[config.mk]
export PLATFORM = sky130hd
export DESIGN_NAME = uart_receiver_core_flat
export DESIGN_NICKNAME = d
export VERILOG_FILES = /design/src/rtl/uart_pkg.sv /design/src/rtl/uart_receiver_core_if.sv /design/src/rtl/uart_rx_sync.sv /design/src/rtl/uart_receiver_core.sv /design/src/flat_wrapper.sv
export SDC_FILE = /design/constraint.sdc
export NUM_CORES = 1
export LEC_CHECK = 0
export ABC_AREA = 1
export ABC_CLOCK_PERIOD_IN_PS = 1680
export CAP_MARGIN = 25
export CORE_UTILIZATION = 50
export CTS_CLUSTER_DIAMETER = 100
export CTS_CLUSTER_SIZE = 30
export DETAILED_ROUTE_END_ITERATION = 8
export PLACE_DENSITY_LB_ADDON = 0.05
export SETUP_SLACK_MARGIN = 0.2
export SLEW_MARGIN = 20
export SYNTH_ARGS = -nofsm -noshare
export SYNTH_HDL_FRONTEND = slang
export SYNTH_SLANG_ARGS = --single-unit
[constraint.sdc]
create_clock -name clk -period 1.68 [get_ports clk]
set_input_delay 0.168 -clock clk [delete_from_list [all_inputs] [get_ports clk]]
set_output_delay 0.168 -clock clk [all_outputs]
set_load 0.02 [all_outputs]
[src/rtl/uart_pkg.sv]
// Shared UART definitions for the receiver and transmitter.
// Holds the receive FSM states, frame defaults and the parity helper.
package uart_pkg;

    localparam int UART_DATA_BITS  = 8;
    localparam int UART_OVERSAMPLE = 16;
    localparam int UART_MAX_BITS   = 16;

    typedef enum logic [2:0] {
        RX_IDLE,
        RX_START,
        RX_DATA,
        RX_PARITY,
        RX_STOP
    } rx_state_t;

    // Parity generator/checker shared by both directions. Generate mode
    // returns the parity bit to send; check mode returns the mismatch
    // between the received bit and the expected one.
    function automatic logic uart_parity(
        input logic [UART_MAX_BITS-1:0] data,
        input logic                     odd,
        input logic                     check_en,
        input logic                     rx_bit
    );
        logic w_exp;
        w_exp = (^data) ^ odd;
        return check_en ? (w_exp ^ rx_bit) : w_exp;
    endfunction

endpackage

[src/rtl/uart_receiver_core_if.sv]
// Host-side bundle of the UART receiver: serial input, tick,
// parity configuration and the received word with its status flags.
interface uart_receiver_core_if
    import uart_pkg::*;
#(
    parameter int DATA_BITS = UART_DATA_BITS
);
    logic                 rx_serial;
    logic                 sample_tick;
    logic                 parity_en;
    logic                 parity_odd;
    logic [DATA_BITS-1:0] data_out;
    logic                 data_valid;
    logic                 parity_error;
    logic                 framing_error;
    logic                 busy;

    modport master (
        output rx_serial,
        output sample_tick,
        output parity_en,
        output parity_odd,
        input  data_out,
        input  data_valid,
        input  parity_error,
        input  framing_error,
        input  busy
    );

    modport slave (
        input  rx_serial,
        input  sample_tick,
        input  parity_en,
        input  parity_odd,
        output data_out,
        output data_valid,
        output parity_error,
        output framing_error,
        output busy
    );

endinterface

[src/rtl/uart_rx_sync.sv]
// Two-flop synchronizer for the serial line plus falling-edge detect.
// All flops reset to 1 so a reset looks like an idle line.
module uart_rx_sync (
    input  logic clk,
    input  logic rst_n,
    input  logic i_rx,
    output logic o_rx_s,
    output logic o_fall
);

    logic r_meta;
    logic r_sync;
    logic r_prev;

    // Metastability chain, then one extra stage for edge detection.
    always_ff @(posedge clk or negedge rst_n) begin
        if (!rst_n) begin
            r_meta <= 1'b1;
            r_sync <= 1'b1;
            r_prev <= 1'b1;
        end else begin
            r_meta <= i_rx;
            r_sync <= r_meta;
            r_prev <= r_sync;
        end
    end

    assign o_rx_s = r_sync;
    assign o_fall = r_prev & ~r_sync;

endmodule

[src/rtl/uart_receiver_core.sv]
// Oversampling UART receiver: start validation, LSB-first data,
// optional parity and stop check, one-cycle delivery pulse.
module uart_receiver_core
    import uart_pkg::*;
#(
    parameter int DATA_BITS  = UART_DATA_BITS,
    parameter int OVERSAMPLE = UART_OVERSAMPLE
) (
    input logic                 clk,
    input logic                 rst_n,
    uart_receiver_core_if.slave bus
);

    localparam int CW = (OVERSAMPLE > 1) ? $clog2(OVERSAMPLE) : 1;
    localparam int BW = (DATA_BITS > 1) ? $clog2(DATA_BITS) : 1;
    localparam logic [CW-1:0] CNT_MID  = CW'(OVERSAMPLE / 2 - 1);
    localparam logic [CW-1:0] CNT_LAST = CW'(OVERSAMPLE - 1);
    localparam logic [BW-1:0] BIT_LAST = BW'(DATA_BITS - 1);

    rx_state_t            r_state;
    logic [CW-1:0]        r_cnt;
    logic [BW-1:0]        r_bit;
    logic [DATA_BITS-1:0] r_shift;
    logic                 r_par_en;
    logic                 r_par_odd;
    logic                 r_par_err;
    logic                 r_armed;
    logic [DATA_BITS-1:0] r_data;
    logic                 r_valid;
    logic                 r_perr;
    logic                 r_ferr;
    logic                 r_busy;

    logic w_rx_s;
    logic w_fall;
    logic w_mid;
    logic w_end;
    logic w_mismatch;

    uart_rx_sync u_sync (
        .clk    (clk),
        .rst_n  (rst_n),
        .i_rx   (bus.rx_serial),
        .o_rx_s (w_rx_s),
        .o_fall (w_fall)
    );

    assign w_mid = (r_cnt == CNT_MID);
    assign w_end = (r_cnt == CNT_LAST);
    assign w_mismatch = uart_parity(
        UART_MAX_BITS'(r_shift), r_par_odd, 1'b1, w_rx_s);

    // Receive FSM: every step is gated by sample_tick. A start is only
    // accepted after a high-to-low edge since the last frame, so a held
    // break line does not keep re-triggering frames.
    always_ff @(posedge clk or negedge rst_n) begin
        if (!rst_n) begin
            r_state   <= RX_IDLE;
            r_cnt     <= '0;
            r_bit     <= '0;
            r_shift   <= '0;
            r_par_en  <= 1'b0;
            r_par_odd <= 1'b0;
            r_par_err <= 1'b0;
            r_armed   <= 1'b0;
            r_data    <= '0;
            r_valid   <= 1'b0;
            r_perr    <= 1'b0;
            r_ferr    <= 1'b0;
            r_busy    <= 1'b0;
        end else begin
            r_valid <= 1'b0;
            if (w_fall) begin
                r_armed <= 1'b1;
            end
            if (bus.sample_tick) begin
                unique case (r_state)
                    RX_IDLE: begin
                        if (!w_rx_s && r_armed) begin
                            r_state <= RX_START;
                            r_cnt   <= '0;
                            r_armed <= 1'b0;
                        end
                    end
                    RX_START: begin
                        if (w_mid) begin
                            r_cnt <= '0;
                            if (w_rx_s) begin
                                r_state <= RX_IDLE;
                            end else begin
                                r_state   <= RX_DATA;
                                r_busy    <= 1'b1;
                                r_bit     <= '0;
                                r_par_en  <= bus.parity_en;
                                r_par_odd <= bus.parity_odd;
                                r_par_err <= 1'b0;
                            end
                        end else begin
                            r_cnt <= r_cnt + CW'(1);
                        end
                    end
                    RX_DATA: begin
                        if (w_end) begin
                            r_cnt   <= '0;
                            r_shift <= {w_rx_s, r_shift[DATA_BITS-1:1]};
                            if (r_bit == BIT_LAST) begin
                                r_state <= r_par_en ? RX_PARITY : RX_STOP;
                            end else begin
                                r_bit <= r_bit + BW'(1);
                            end
                        end else begin
                            r_cnt <= r_cnt + CW'(1);
                        end
                    end
                    RX_PARITY: begin
                        if (w_end) begin
                            r_cnt     <= '0;
                            r_par_err <= w_mismatch;
                            r_state   <= RX_STOP;
                        end else begin
                            r_cnt <= r_cnt + CW'(1);
                        end
                    end
                    RX_STOP: begin
                        if (w_end) begin
                            r_cnt   <= '0;
                            r_data  <= r_shift;
                            r_valid <= 1'b1;
                            r_ferr  <= ~w_rx_s;
                            r_perr  <= r_par_err;
                            r_busy  <= 1'b0;
                            r_armed <= 1'b0;
                            r_state <= RX_IDLE;
                        end else begin
                            r_cnt <= r_cnt + CW'(1);
                        end
                    end
                    default: begin
                        r_state <= RX_IDLE;
                        r_cnt   <= '0;
                        r_busy  <= 1'b0;
                    end
                endcase
            end
        end
    end

    assign bus.data_out      = r_data;
    assign bus.data_valid    = r_valid;
    assign bus.parity_error  = r_perr;
    assign bus.framing_error = r_ferr;
    assign bus.busy          = r_busy;

endmodule
[src/flat_wrapper.sv]
// flat-port wrapper written by rule: the top's interface ports become plain ports
module uart_receiver_core_flat import uart_pkg::*;
#(
    parameter int DATA_BITS  = UART_DATA_BITS,
    parameter int OVERSAMPLE = UART_OVERSAMPLE
)
  (clk, rst_n, bus_rx_serial, bus_sample_tick, bus_parity_en, bus_parity_odd, bus_data_out, bus_data_valid, bus_parity_error, bus_framing_error, bus_busy);
  uart_receiver_core_if #(.DATA_BITS(DATA_BITS)) bus_i ();
  input logic clk;
  input logic rst_n;
  input wire logic [$bits(bus_i.rx_serial)-1:0] bus_rx_serial;
  input wire logic [$bits(bus_i.sample_tick)-1:0] bus_sample_tick;
  input wire logic [$bits(bus_i.parity_en)-1:0] bus_parity_en;
  input wire logic [$bits(bus_i.parity_odd)-1:0] bus_parity_odd;
  output wire logic [$bits(bus_i.data_out)-1:0] bus_data_out;
  output wire logic [$bits(bus_i.data_valid)-1:0] bus_data_valid;
  output wire logic [$bits(bus_i.parity_error)-1:0] bus_parity_error;
  output wire logic [$bits(bus_i.framing_error)-1:0] bus_framing_error;
  output wire logic [$bits(bus_i.busy)-1:0] bus_busy;
  assign bus_i.rx_serial = bus_rx_serial;
  assign bus_i.sample_tick = bus_sample_tick;
  assign bus_i.parity_en = bus_parity_en;
  assign bus_i.parity_odd = bus_parity_odd;
  assign bus_data_out = bus_i.data_out;
  assign bus_data_valid = bus_i.data_valid;
  assign bus_parity_error = bus_i.parity_error;
  assign bus_framing_error = bus_i.framing_error;
  assign bus_busy = bus_i.busy;
  uart_receiver_core #(.DATA_BITS(DATA_BITS), .OVERSAMPLE(OVERSAMPLE)) u_core (.clk(clk), .rst_n(rst_n), .bus(bus_i));
endmodule
==> results of run 1 <==
flip-flops by register name (all words and copies together), names as in the netlist:
register,count
u_core.r_par_err,1
u_core.bus.data_out,8
u_core.r_cnt,4
u_core.r_shift,8
u_core.r_par_odd,1
u_core.u_sync.r_prev,1
u_core.r_state,3
u_core.bus.data_valid,1
u_core.r_par_en,1
u_core.u_sync.r_meta,1
u_core.bus.parity_error,1
u_core.bus.framing_error,1
u_core.r_armed,1
u_core.bus.busy,1
u_core.r_bit,3
u_core.u_sync.o_rx_s,1
layer usage:
layer / wire length [microns] / part of all wire [%] / vias to the layer above / GRT usage, %
li1: - / - / 808 / -
met1: 1800 / 47 / 703 / 26.4
met2: 1850 / 48 / 23 / 32.0
met3: 127 / 3.3 / 6 / 6.25
met4: 58 / 1.5 / 0 / 8.52
met5: 0 / 0 / - / 0
what timing repair did:
item | 4_1_cts | 5_1_grt
setup endpoints to repair | 26 | 31
hold buffers | 1 | 0
pin swaps | 6 | 9
setup buffers | 7 | 10
endpoints found under the hold margin | 34 | 0
gates resized for setup | 7 | 16
cell type report:
cell class              count  area share (%)
flip-flops and latches     37            37.2
multi-input cells         156            36.7
repair buffers             40            13.9
inverters                  29            4.44
clock buffers               5            2.74
clock inverters             3            2.59
well taps                  48            2.40
kinds of logic (layout without fill, tap and decap cells):
group	after synthesis	in the layout	share of synthesized area, %
AO/OA/AOI/OAI	37	37	11.8
XOR/XNOR	3	3	1.37
adder cells (fa/ha/maj)	3	3	1.96
buffers and inverters	32	77	6.79
flip-flops	37	37	48.5
multiplexers	2	2	1.31
AND/OR/NAND/NOR	111	111	28.2
how the worst max path moves through the flow:
stage                                  startpoint                       endpoint  slack, ps  cells after the start
floorplan             u_core.r_cnt[0]$_DFFE_PN0P_  u_core.r_shift[3]$_DFFE_PN0P_        240                      9
global placement      u_core.r_cnt[0]$_DFFE_PN0P_  u_core.r_shift[1]$_DFFE_PN0P_        110                      8
detailed placement    u_core.r_cnt[0]$_DFFE_PN0P_  u_core.r_shift[4]$_DFFE_PN0P_         60                      8
CTS                   u_core.r_cnt[1]$_DFFE_PN0P_  u_core.r_state[1]$_DFFE_PN0P_        150                     10
global route        u_core.r_state[1]$_DFFE_PN0P_  u_core.r_state[1]$_DFFE_PN0P_         90                      9
finish                u_core.r_cnt[0]$_DFFE_PN0P_  u_core.r_state[1]$_DFFE_PN0P_        180                      8
metrics by stage:
stage | setup slack (ps) | cell area, sq um | cells | hold slack, ps
final | 183 | 2510 | 318 | 272
after global routing | 91.1 | 2510 | 318 | 280
after CTS | 150 | 2380 | 308 | 264
after detailed placement | 58.7 | 2160 | 292 | 240
after global placement | 110 | 2160 | 292 | 244
after floorplan | 242 | 1920 | 225 | -128
critical path, delay by kind of cell (launching register included):
| kind | cells | cell delay, ps |
|---|---|---|
| adders and majority gates | 1 | 190 |
| AOI/OAI and AO/OA | 1 | 80 |
| and+or+nand+nor | 6 | 740 |
| DFF | 1 | 420 |
cell usage after synthesis, drive strengths merged, types with 2 or more instances:
cell   instances
a21oi          7
buf            2
dfrtp         34
dfstp          3
ha             3
inv           28
nand2         84
nand3          8
nand4          3
nor2          15
o21ai         26
xor2           2
power by group through the flow:
stage / clock network [mW] / logic (mW) / registers [mW]
CTS: 0.931 / 0.808 / 1.09
global route: 0.958 / 1.19 / 1.11
floorplan: 0 / 0.579 / 1.09
detailed placement: 0 / 0.728 / 1.11
finish: 0.909 / 1.07 / 1.10
global placement: 0 / 0.740 / 1.11
==> results, run 1 <==
- The run finished with clean final reports.
- The reg-to-reg endpoint is u_core.r_state[1]$_DFFE_PN0P_.
- The number of nets in the synthesized netlist is 234.
- After synthesis the cells add up to 0.00192 sq mm.
- The number of buffers created by CTS is 5.
- The total of warnings raised by yosys is 0.
- The total number of vias is around 1500.
- In this run the worst path has a maximum fanout of 6.
- Counting flops with an async set or reset pin after synthesis yields a share of 100%.
- The count of flip-flops with a built-in enable after synthesis is 0.
- The count of boundary I/O pins is 18.
- The power density over the cells is 1230 mW/mm^2.
- For the pin with the worst max-slew slack, the measured transition is 456 ps.
- The die is 63.9 microns tall.
- The count of input and output buffers is 17.
- The number of nets still failing antenna checks after routing is 0.
- The area growth from synthesis to layout is 30.9%.
- The final weighted congestion in routability-driven placement is roughly 0.85.
- The endpoint with the worst hold slack is u_core.u_sync.r_meta$_DFF_PN1_.
- The final critical-path required period is between 1000 and 1500 ps.
- The later pin in the worst-skew pair is clocked with a latency of ~290 ps.
- The total power after layout is about 3.1 mW.
- The clock network burns 29.4% of the power.
- The source of the worst hold timing path is bus_rx_serial.
- The tool flagged a number of max-cap violations equal to 0.
- The final critical path takes up 89.1% of the cycle.
- The multi-input logic area is 921 sq um.
- The worst setup path is captured at a register.
- Sequential cells burn 35.8% of the power.
- Global routing consumed, over all layers together, 20.6% of the routing resources.
- For this run, the detailed router's first-pass iteration total came to 6.
- The count of distinct cell types in the synthesized netlist is 33.
- The number of global-route vias before repair is 1412.
- The flop-to-flop setup slack is 180 ps.
- The count of endpoints failing hold in the final timing report is 0.
- The critical path class is reg2reg.
- The largest total area in the synthesized netlist belongs to sky130_fd_sc_hd__dfrtp_1.
- The footprint of the flip-flops and latches is 933 sq um.
- Counting along the longest clock path gives a buffer depth of 2.
- The number of H-tree branching levels is 2.
- The logic gate share of total power is 34.8%.
- The number of antenna diodes in the final layout is 0.
- Leaving out fill and tap cells, the most frequent cell in the layout is sky130_fd_sc_hd__nand2_1.
- The maximum number of pins on one net before global-route repair is 38.
- Clock skew on the completed layout was measured at 5.73 ps.
- The first-pass GRT wire length is 6290 microns.
- The ratio of routed vias to standard cells is 4.84.
- Counting instances, the worst hold path has a depth of 1.
- The tree built by TritonCTS fans out to 37 sinks.
- In the layout the commonest cells are 72 x sky130_fd_sc_hd__nand2_1, 31 x sky130_fd_sc_hd__dfrtp_1, 20 x sky130_fd_sc_hd__buf_4, 17 x sky130_fd_sc_hd__inv_1, 16 x sky130_fd_sc_hd__clkdlybuf4s50_1.
- The critical path goes through ha_4, nand2_4, nor2_4, nor3_1, nor2_4, nand3_2, nand2_1, o21ai_1.
- The number of synthesized register bits is 37.
- The fraction of synthesized cell area taken by the top area cell type is 44.4%.
- The sequential element share of the synthesized area is 48.5%.
- The most used flip-flop cell after synthesis is sky130_fd_sc_hd__dfrtp_1.
- Synthesis produced a netlist whose cell count is 225.
- The number of filler cells placed in the layout is 299.
- The fraction of power spent switching nets is 34.0%.
- The wire-length estimate of the detail-placed layout is 2450 microns.
- The setup TNS after final layout is 0 ps.
- The number of cells on the worst reg-to-reg path is 8.
- The cell repeated most along the worst path is sky130_fd_sc_hd__nor2_4.
- The iteration-0 DRC count of the detailed router is 62.
- After synthesis, the cell types taking the most area are sky130_fd_sc_hd__dfrtp_1 44%, sky130_fd_sc_hd__nand2_1 15%, sky130_fd_sc_hd__dfstp_2 4.1%.
- The full die area is ~0.0041 sq mm.
- The number of setup violations in the final report is 0.
- The sum of routed wire length over all layers is between 3000 and 4000 microns.
- The initial antenna violation count is 0.
- The clock root buffer is sky130_fd_sc_hd__clkbuf_8.
- TritonCTS built the clock tree.
- The internal power is approximately 2.0 mW.
- The required time at the worst-slack endpoint is approximately 1900 ps.
- In this run the worst hold path is classified as in2reg.
- Setup repair after global routing could not meet its margin everywhere.
- On the worst path, the slowest cell contributes a delay of 420 ps.
- The count of final max-slew check failures is 0.
- The worst setup path is launched from a register.
- The share of layout cells above drive strength 1 is between 30% and 40%.
- Dividing the synthesized area by the synthesized cell count gives ~8.5 sq um.
- Once the floorplan was initialized, standard cells occupied 52.3% of the core.
- The die width is 63.9 microns.
- The area inside the core boundary is about 0.0037 sq mm.
- In the routed design, unresolved DRC markers number 0.
- The row count is 22.
- For this run the aggregate overflow at the end of global routing stands at 0.
- The reported leakage power is ~1.2 nW.
- The maximum clock frequency is 668 MHz.
- The net count of the finished layout is between 200 and 300.
- The beginning of the worst register-to-register path is u_core.r_cnt[0]$_DFFE_PN0P_.
- The final design utilization is 68.5%.
- The clock edge transition at the registers on the reported setup and hold paths is 70 ps.
- In this run the power spent charging and discharging nets is 1.05 mW.
- The standard cell with the maximum stage delay on the critical path is sky130_fd_sc_hd__dfrtp_1.
- The data arrival time at the worst-slack endpoint is 1710 ps.
- The worst-case IR drop observed on VDD is around 0.00084 V.
- The worst pin sits at a relative slew slack of 69.6%.
- The final routed wire length divided by cell count is approximately 12 microns.
Power figures use the tool's default switching activity.
==> run 2: changes to the inputs <==
--- a/config.mk
+++ b/config.mk
@@ -6,7 +6,7 @@
 export NUM_CORES = 1
 export LEC_CHECK = 0
 export ABC_AREA = 1
-export ABC_CLOCK_PERIOD_IN_PS = 1680
+export ABC_CLOCK_PERIOD_IN_PS = 1800
 export CAP_MARGIN = 25
 export CORE_UTILIZATION = 50
 export CTS_CLUSTER_DIAMETER = 100
==> constraint.sdc (replaced) <==
create_clock -name clk -period 1.8 [get_ports clk]
set_input_delay 0.18 -clock clk [delete_from_list [all_inputs] [get_ports clk]]
set_output_delay 0.18 -clock clk [all_outputs]
set_load 0.02 [all_outputs]
==> run 2 against run 1 <==
Effect of this change:
- first-iteration DRC count rose by 19%
- largest cell class unchanged
- global-route usage fell by 0.91 points
- utilization fell by 5.0 points
- sequential share of layout area rose by 2.8 points
- maximum frequency fell by 4.7%
- die area did not move
- critical path depth rose by 2
- wire length fell by 8.5%
==> results, run 2 (synthesized netlist as in run 1, its figures left out) <==
- The data arrival time at the worst-slack endpoint is approximately 1800 ps.
- During placement, the flow inserted port buffers numbering 17.
- Entering global routing, the biggest net connects 38 pins.
- Global routing consumed, over all layers together, 19.7% of the routing resources.
- The total number of vias is 1475.
- After clock tree synthesis, the clock-pin slew on the worst setup and hold paths is 70 ps.
- After detailed routing, the number of remaining DRC violations is 0.
- Leaving out fill and tap cells, the most frequent cell in the layout is sky130_fd_sc_hd__nand2_1.
- Dividing the detail-routed via count by the number of cells gives slightly below 5.
- The flop-to-flop setup slack is 230 ps.
- The initial antenna violation count is 0.
- The setup TNS after final layout is 0 ps.
- The slew at the pin closest to its max-slew limit is 448 ps.
- At the end of routability-driven placement, the weighted congestion stood at 0.906.
- In this run the static leakage power is 1.14 nW.
- The number of setup violations in the final report is 0.
- Dividing the final minimum period by the clock period gives just under 90%.
- The standard cell with the maximum stage delay on the critical path is sky130_fd_sc_hd__dfrtp_1.
- Setup repair after global routing could not meet its margin everywhere.
- Summed over all layers, the routed wires come to 3510 microns.
- The overall overflow remaining after global route is 0.
- The iteration-0 DRC count of the detailed router is 74.
- The tree is rooted in a sky130_fd_sc_hd__clkbuf_8.
- STA classifies the critical path startpoint as a register.
- The die extent in y is 63.9 microns.
- The required time at the worst-slack endpoint is 1980 ps.
- The type of destination of the critical path is a register.
- The number of diodes added for antenna fixing is 0.
- The effective utilization at floorplan is a little over half.
- The power density over the cells is slightly above 1000 mW/mm^2.
- After filler insertion, the fill cell instance count of the layout stands at 326.
- TritonCTS built the clock tree.
- The run finished with clean final reports.
- The wire-length estimate of the detail-placed layout is between 2000 and 2500 microns.
- The final design utilization is between 60% and 70%.
- The number of buffers on the longest clock path is 2.
- The critical path is of the reg2reg type.
- Dividing the detail-routed wire length by the instance count gives 11.5 microns.
- The number of nets in the layout is 265.
- The cell family with the largest share of critical-path delay is simple AND/OR/NAND/NOR gates.
- The row count is 22.
- The full die area is a little over 0.004 sq mm.
- The die is 63.9 microns wide.
- The number of buffers and inverters on the critical path is 1.
- The count of maximum capacitance violations is 0.
- The cell repeated most along the worst path is sky130_fd_sc_hd__nand2_1.
- Before antenna repair, the detailed router went through 4 iterations.
- The count of final max-slew check failures is 0.
- The count of endpoints failing hold in the final timing report was 0.
- The number of global-route vias before repair is ~1400.
- Traced cell by cell, the critical path runs through ha_4, nand2_4, nor2_4, inv_2, nand2_2, nand2_1, nor2_2, nand3_4, nand2_1, o21ai_1.
- The number of H-tree branching levels is 2.
- The area inside the core boundary is 0.00366 sq mm.
- Counting I/O delays and the setup requirement, the final critical path takes 1570 ps.
- The first global-routing pass estimated 6150 microns of wire.
- The clock net sink count is 37.
- The final setup skew is 4.14 ps.
- Of all nets on the critical path, the largest fanout is 6.
- The number of buffers created by CTS is 5.
- VDD sags by at most 0.000531 V.
- The number of nets still failing antenna checks after routing is 0.
- The min-delay analysis places its worst path in the category in2reg.
- In the layout the commonest cells are 76 x sky130_fd_sc_hd__nand2_1, 34 x sky130_fd_sc_hd__dfrtp_1, 18 x sky130_fd_sc_hd__inv_1, 16 x sky130_fd_sc_hd__clkdlybuf4s50_1, 15 x sky130_fd_sc_hd__o21ai_1.
- The source-to-sink clock delay at the later pin of the worst-skew pair is just under 300 ps.
- Headroom to the max-slew limit came out at 70.1%.
- The share of layout cells above drive strength 1 is 24.5%.
- 18 I/O pins were placed.
- Static timing analysis puts the maximum clock frequency at 636 MHz.
- In this design, the stage delay of the slowest critical-path cell is 430 ps.
- The area growth from synthesis to layout is 21.4%.
[run 2: power breakdown]
group          internal [mW]  switching [mW]  total (mW)
Sequential             0.918           0.111        1.03
Clock                  0.267           0.307       0.575
Combinational          0.282           0.471       0.754
Total                   1.47           0.889        2.36
[run 2: worst register-to-register path: cells and delay by family, from the launching register on]
kind / cells / cell delay (ps)
fa+ha+maj: 1 / 170
flops: 1 / 430
compound gates: 1 / 60
buf+inv: 1 / 80
simple gates: 7 / 730
[run 2: metrics by stage]
| stage | setup WS [ps] | instances | hold slack [ps] | instance area (sq um) | power, mW |
|---|---|---|---|---|---|
| final | 229 | 305 | 291 | 2320 | 2.36 |
| after global routing | 172 | 305 | 279 | 2320 | 2.51 |
| after detailed placement | 184 | 290 | 255 | 2140 | 1.71 |
| after floorplan | 362 | 225 | -116 | 1920 | 1.56 |
| after CTS | 207 | 300 | 288 | 2250 | 2.28 |
| after global placement | 199 | 290 | 251 | 2140 | 1.71 |
[run 2: layout make-up]
class / instances / area [sq um] / area share, %
multi-input cells: 156 / 893 / 38.4
well taps: 48 / 60.1 / 2.58
clock buffers: 5 / 68.8 / 2.96
inverters: 29 / 109 / 4.68
flip-flops and latches: 37 / 930 / 40.0
clock inverters: 3 / 17.5 / 0.753
repair buffers: 27 / 246 / 10.6
[run 2: repair_timing]
action	CTS	global route
hold buffers	1	0
endpoints found under the hold margin	34	0
endpoints found under the setup margin	11	19
buffers inserted	1	5
resized for setup	1	8
pin swaps	1	7
[run 2: path summary, 6_finish.rpt]
| path | endpoint | start | cells past startpoint |
|---|---|---|---|
| worst min-delay path | u_core.u_sync.r_meta$_DFF_PN1_ | bus_rx_serial | 1 |
| min in group asynchronous | u_core.bus.data_out[0]$_DFFE_PN0P_ | rst_n | 3 |
| max in group asynchronous | u_core.u_sync.o_rx_s$_DFF_PN1_ | rst_n | 3 |
| worst max register to register | u_core.r_state[1]$_DFFE_PN0P_ | u_core.r_cnt[0]$_DFFE_PN0P_ | 10 |
| worst min register to register | u_core.u_sync.o_rx_s$_DFF_PN1_ | u_core.u_sync.r_meta$_DFF_PN1_ | 0 |
| worst max-delay path | u_core.r_state[1]$_DFFE_PN0P_ | u_core.r_cnt[0]$_DFFE_PN0P_ | 10 |
[run 2: routing by layer]
layer / part of all wire (%) / wire (microns) / up-vias / GRT usage, %
li1: - / - / 774 / -
met1: 52 / 1830 / 668 / 25.9
met2: 43 / 1490 / 26 / 31.8
met3: 4.0 / 141 / 7 / 5.36
met4: 1.3 / 44 / 0 / 5.11
met5: 0 / 0 / - / 0
==> run 3: changes to the inputs <==
--- a/config.mk
+++ b/config.mk
@@ -5,7 +5,6 @@
 export SDC_FILE = /design/constraint.sdc
 export NUM_CORES = 1
 export LEC_CHECK = 0
-export ABC_AREA = 1
 export ABC_CLOCK_PERIOD_IN_PS = 1800
 export CAP_MARGIN = 25
 export CORE_UTILIZATION = 50
==> run 3 against run 2 <==
Effect of this change:
- sequential power hardly changed
- sequential cell count stayed put
- die area is 5.5% lower
- via count is 14% lower
- maximum frequency is 6.8% lower
- worst hold slack worse by 65 ps
- area after synthesis is 5.7% lower
==> results, run 3 <==
- A synthesized cell averages 12.5 sq um.
- At the pin with the least slew margin, the transition time is approximately 460 ps.
- The count of input and output buffers is 17.
- The length of routed met2 wiring is 1860 microns.
- In the synthesized netlist, the cells that appear most often are 34 x sky130_fd_sc_hd__dfrtp_1, 16 x sky130_fd_sc_hd__mux2_2, 12 x sky130_fd_sc_hd__xnor2_1, 10 x sky130_fd_sc_hd__nand2_1, 9 x sky130_fd_sc_hd__o21ai_0.
- The iteration-0 DRC count of the detailed router is 30.
- The top routing layer in use is met4.
- The post-route netlist has a little under half of its cells at a drive strength greater than 1.
- Global routing consumed, over all layers together, between 20% and 30% of the routing resources.
- After detailed routing, the number of remaining DRC violations is 0.
- In this run the critical register-to-register path is captured at u_core.r_state[2]$_DFFE_PN0P_.
- The die extent in y is 62.1 microns.
- The full die area is 0.00386 sq mm.
- The fraction of registers with async set/reset is 100%.
- The number of buffers created by CTS is 5.
- The netlist area before placement is between 0.0015 and 0.002 sq mm.
- After detailed routing, the number of vias per cell comes to 5.43.
- The number of global-route vias before repair came to 1283.
- The total number of vias is approximately 1300.
- Of the available clock period, the critical path in the final layout requires 93.6%.
- The routed length on met3 is 127 microns.
- The pre-antenna-repair detailed-routing pass consisted of 4 iterations.
- The maximum clock frequency is 593 MHz.
- After layout, the minimum clock period comes to ~1700 ps.
- The count of endpoints failing hold in the final timing report came to 0.
- The Yosys step of the flow raised 0 warnings.
- The post-DP HPWL is 2450 microns.
- The number of nets in the synthesized netlist is between 150 and 200.
- The count of maximum capacitance violations is 0.
- The sum of routed wire length over all layers is 3770 microns.
- Counting every sink on the clock net gives 37.
- 18 I/O pins were placed.
- The gate count after technology mapping is 145.
- The cell type contributing the most total cell area after synthesis is sky130_fd_sc_hd__dfrtp_1.
- The flop-to-flop setup slack is 110 ps.
- The largest fanout of any net on the critical path is 3.
- Setup repair after global routing could not meet its margin everywhere.
- The initial antenna violation count is 0.
- At the worst endpoint, the arrival time is 1930 ps.
- The worst-case headroom to the max-slew limit is between 60 and 70%.
- In this run the remaining antenna-violating nets after routing total 0.
- The analysis attributes to cell leakage a power of 1.12 nW.
- The total placed instance area is 0.00210 sq mm.
- Setup violations remaining at the end of the flow were counted as 0.
- The effective utilization at floorplan is 53.3%.
- The flow ran to the end, and the final reports show no timing, DRC or antenna violations.
- The number of diodes added for antenna fixing is 0.
- The design draws between 2 and 2.5 mW.
- Of the synthesized area, sequential elements account for roughly half.
- Including well taps, the total number of placed cells is between 200 and 250.
- Clock-pin slew was measured on the worst setup and hold paths at between 100 and 150 ps.
- The power density over the cells is 964 mW/mm^2.
- Routability-driven placement finished with a final weighted congestion of approximately 0.9.
- The number of nets in the layout is 196.
- The area inside the core boundary is 0.00339 sq mm.
- For this run, the share of the core covered by cells in the final layout is between 70% and 80%.
- The count of final max-slew check failures is 0.
- The critical path startpoint category is a register.
- The library cells used most frequently in the layout, excluding fill and tap cells, are 31 x sky130_fd_sc_hd__dfrtp_1, 16 x sky130_fd_sc_hd__clkdlybuf4s50_1, 15 x sky130_fd_sc_hd__buf_4, 14 x sky130_fd_sc_hd__mux2_2, 11 x sky130_fd_sc_hd__xnor2_1.
- The first global-routing pass estimated 6410 microns of wire.
- The post-layout instance area is ~0.0024 sq mm.
- The final setup skew is about 7 ps.
- The number of cells on the worst reg-to-reg path is 6.
- The endpoint of the worst setup timing path is u_core.r_state[2]$_DFFE_PN0P_.
- The required time at the worst-slack endpoint is 2040 ps.
- Leaving out filler cells and counting taps, the final layout contains between 200 and 250.
- The area growth from synthesis to layout is 33.4%.
- The TritonCTS clock tree is yes.
- The synthesized design contains 0 enable-type register cells.
- The number of synthesized register bits is 37.
- The number of H-tree branching levels is 2.
- For the worst-skew pair, the clock arrives at the later sink with an insertion delay of roughly 350 ps.
- In the final routed layout, each cell accounts on average for 16.1 microns.
- The fraction of synthesized cell area taken by the top area cell type is approximately 47%.
- The maximum number of pins on one net before global-route repair is 20.
- The most frequent standard cell in the layout excluding fill and tap cells is sky130_fd_sc_hd__dfrtp_1.
- The worst setup path is captured at a register.
- After detailed routing, the wire length on met1 is 1730 microns.
- For the final routed database, the setup TNS stands at 0 ps.
- Tracing the worst setup path back leads to its startpoint at u_core.r_bit[1]$_DFFE_PN0P_.
- Yosys mapped the design onto 41 distinct sky130hd cell types.
- The die width is approximately 62 microns.
- Yosys instantiated no cell more often than sky130_fd_sc_hd__dfrtp_1.
- By area the synthesized netlist is led by sky130_fd_sc_hd__dfrtp_1 47%, sky130_fd_sc_hd__mux2_2 10%, sky130_fd_sc_hd__mux2_4 5.8%.
- The number of buffers on the longest clock path is 2.
- The critical path class is reg2reg.
- Global routing finished with a remaining overflow of 0.
- IR analysis of the VDD net gives a maximum drop of 0.000643 V.
- The beginning of the worst register-to-register path is u_core.r_bit[1]$_DFFE_PN0P_.
- In this run the clock root is driven by a sky130_fd_sc_hd__clkbuf_4.
- The worst min-delay path category is in2reg.
- The row count is 21.
- In the synthesized netlist the dominant register cell turns out to be sky130_fd_sc_hd__dfrtp_1.
==> run 3: worst max-delay path, stage by stage (launching register included) <==
cell and delay [ps]:
sky130_fd_sc_hd__dfrtp_1 370, sky130_fd_sc_hd__ha_2 200, sky130_fd_sc_hd__ha_4 130, sky130_fd_sc_hd__nor3b_1 40
sky130_fd_sc_hd__a21o_2 220, sky130_fd_sc_hd__a211oi_4 290, sky130_fd_sc_hd__mux2_4 330
==> run 3: final cells by class <==
type,instances,area [sq um]
Inverter,5,18.8
Clock inverter,2,37.5
Clock buffer,6,51.3
Timing Repair Buffer,40,369
Fill cell,237,980
Multi-Input combinational cell,98,942
Sequential cell,37,933
Tap cell,46,57.6
==> run 3: how the worst min path moves through the flow <==
| stage | start | end | cells past startpoint |
|---|---|---|---|
| after floorplan | rst_n | u_core.bus.busy$_DFFE_PN0P_ | 0 |
| after global placement | rst_n | u_core.r_bit[0]$_DFFE_PN0P_ | 1 |
| after detailed placement | rst_n | u_core.r_bit[0]$_DFFE_PN0P_ | 1 |
| after CTS | bus_rx_serial | u_core.u_sync.r_meta$_DFF_PN1_ | 1 |
| after global routing | bus_rx_serial | u_core.u_sync.r_meta$_DFF_PN1_ | 1 |
| final | bus_rx_serial | u_core.u_sync.r_meta$_DFF_PN1_ | 1 |
==> run 3: logic make-up (layout without fill, tap and decap cells) <==
family	Yosys count	in the layout	share of synthesized area (%)
buf+inv	11	53	3.46
compound gates	24	24	10.2
mux	24	24	16.3
simple gates	33	34	10.1
flops	37	37	51.5
xor+xnor	13	13	6.30
fa+ha+maj	3	3	2.08
==> run 3: repair_timing <==
item / 4_1_cts / 5_1_grt
gates resized for setup: 14 / 24
endpoints found under the setup margin: 26 / 30
pin swaps: 4 / 7
cloned: 1 / 0
hold endpoints to repair: 18 / 0
hold buffers: 1 / 0
buffers inserted: 7 / 4
==> run 3: metal layers <==
| metal | up-vias | track usage, % |
|---|---|---|
| li1 | 599 | - |
| met1 | 638 | 29.9 |
| met2 | 28 | 34.3 |
| met3 | 6 | 5.51 |
| met4 | 0 | 6.98 |
| met5 | - | 0 |
==> run 3: metrics by stage <==
step	hold slack (ps)	setup WS, ps
after floorplan	-116	147
after global placement	145	-4.09
after detailed placement	149	-26.2
after CTS	212	83.0
after global routing	223	61.9
final	225	115
==> run 3: power by group <==
| part | internal (mW) | switching [mW] |
|---|---|---|
| logic | 0.335 | 0.334 |
| clock network | 0.330 | 0.290 |
| registers | 0.904 | 0.130 |
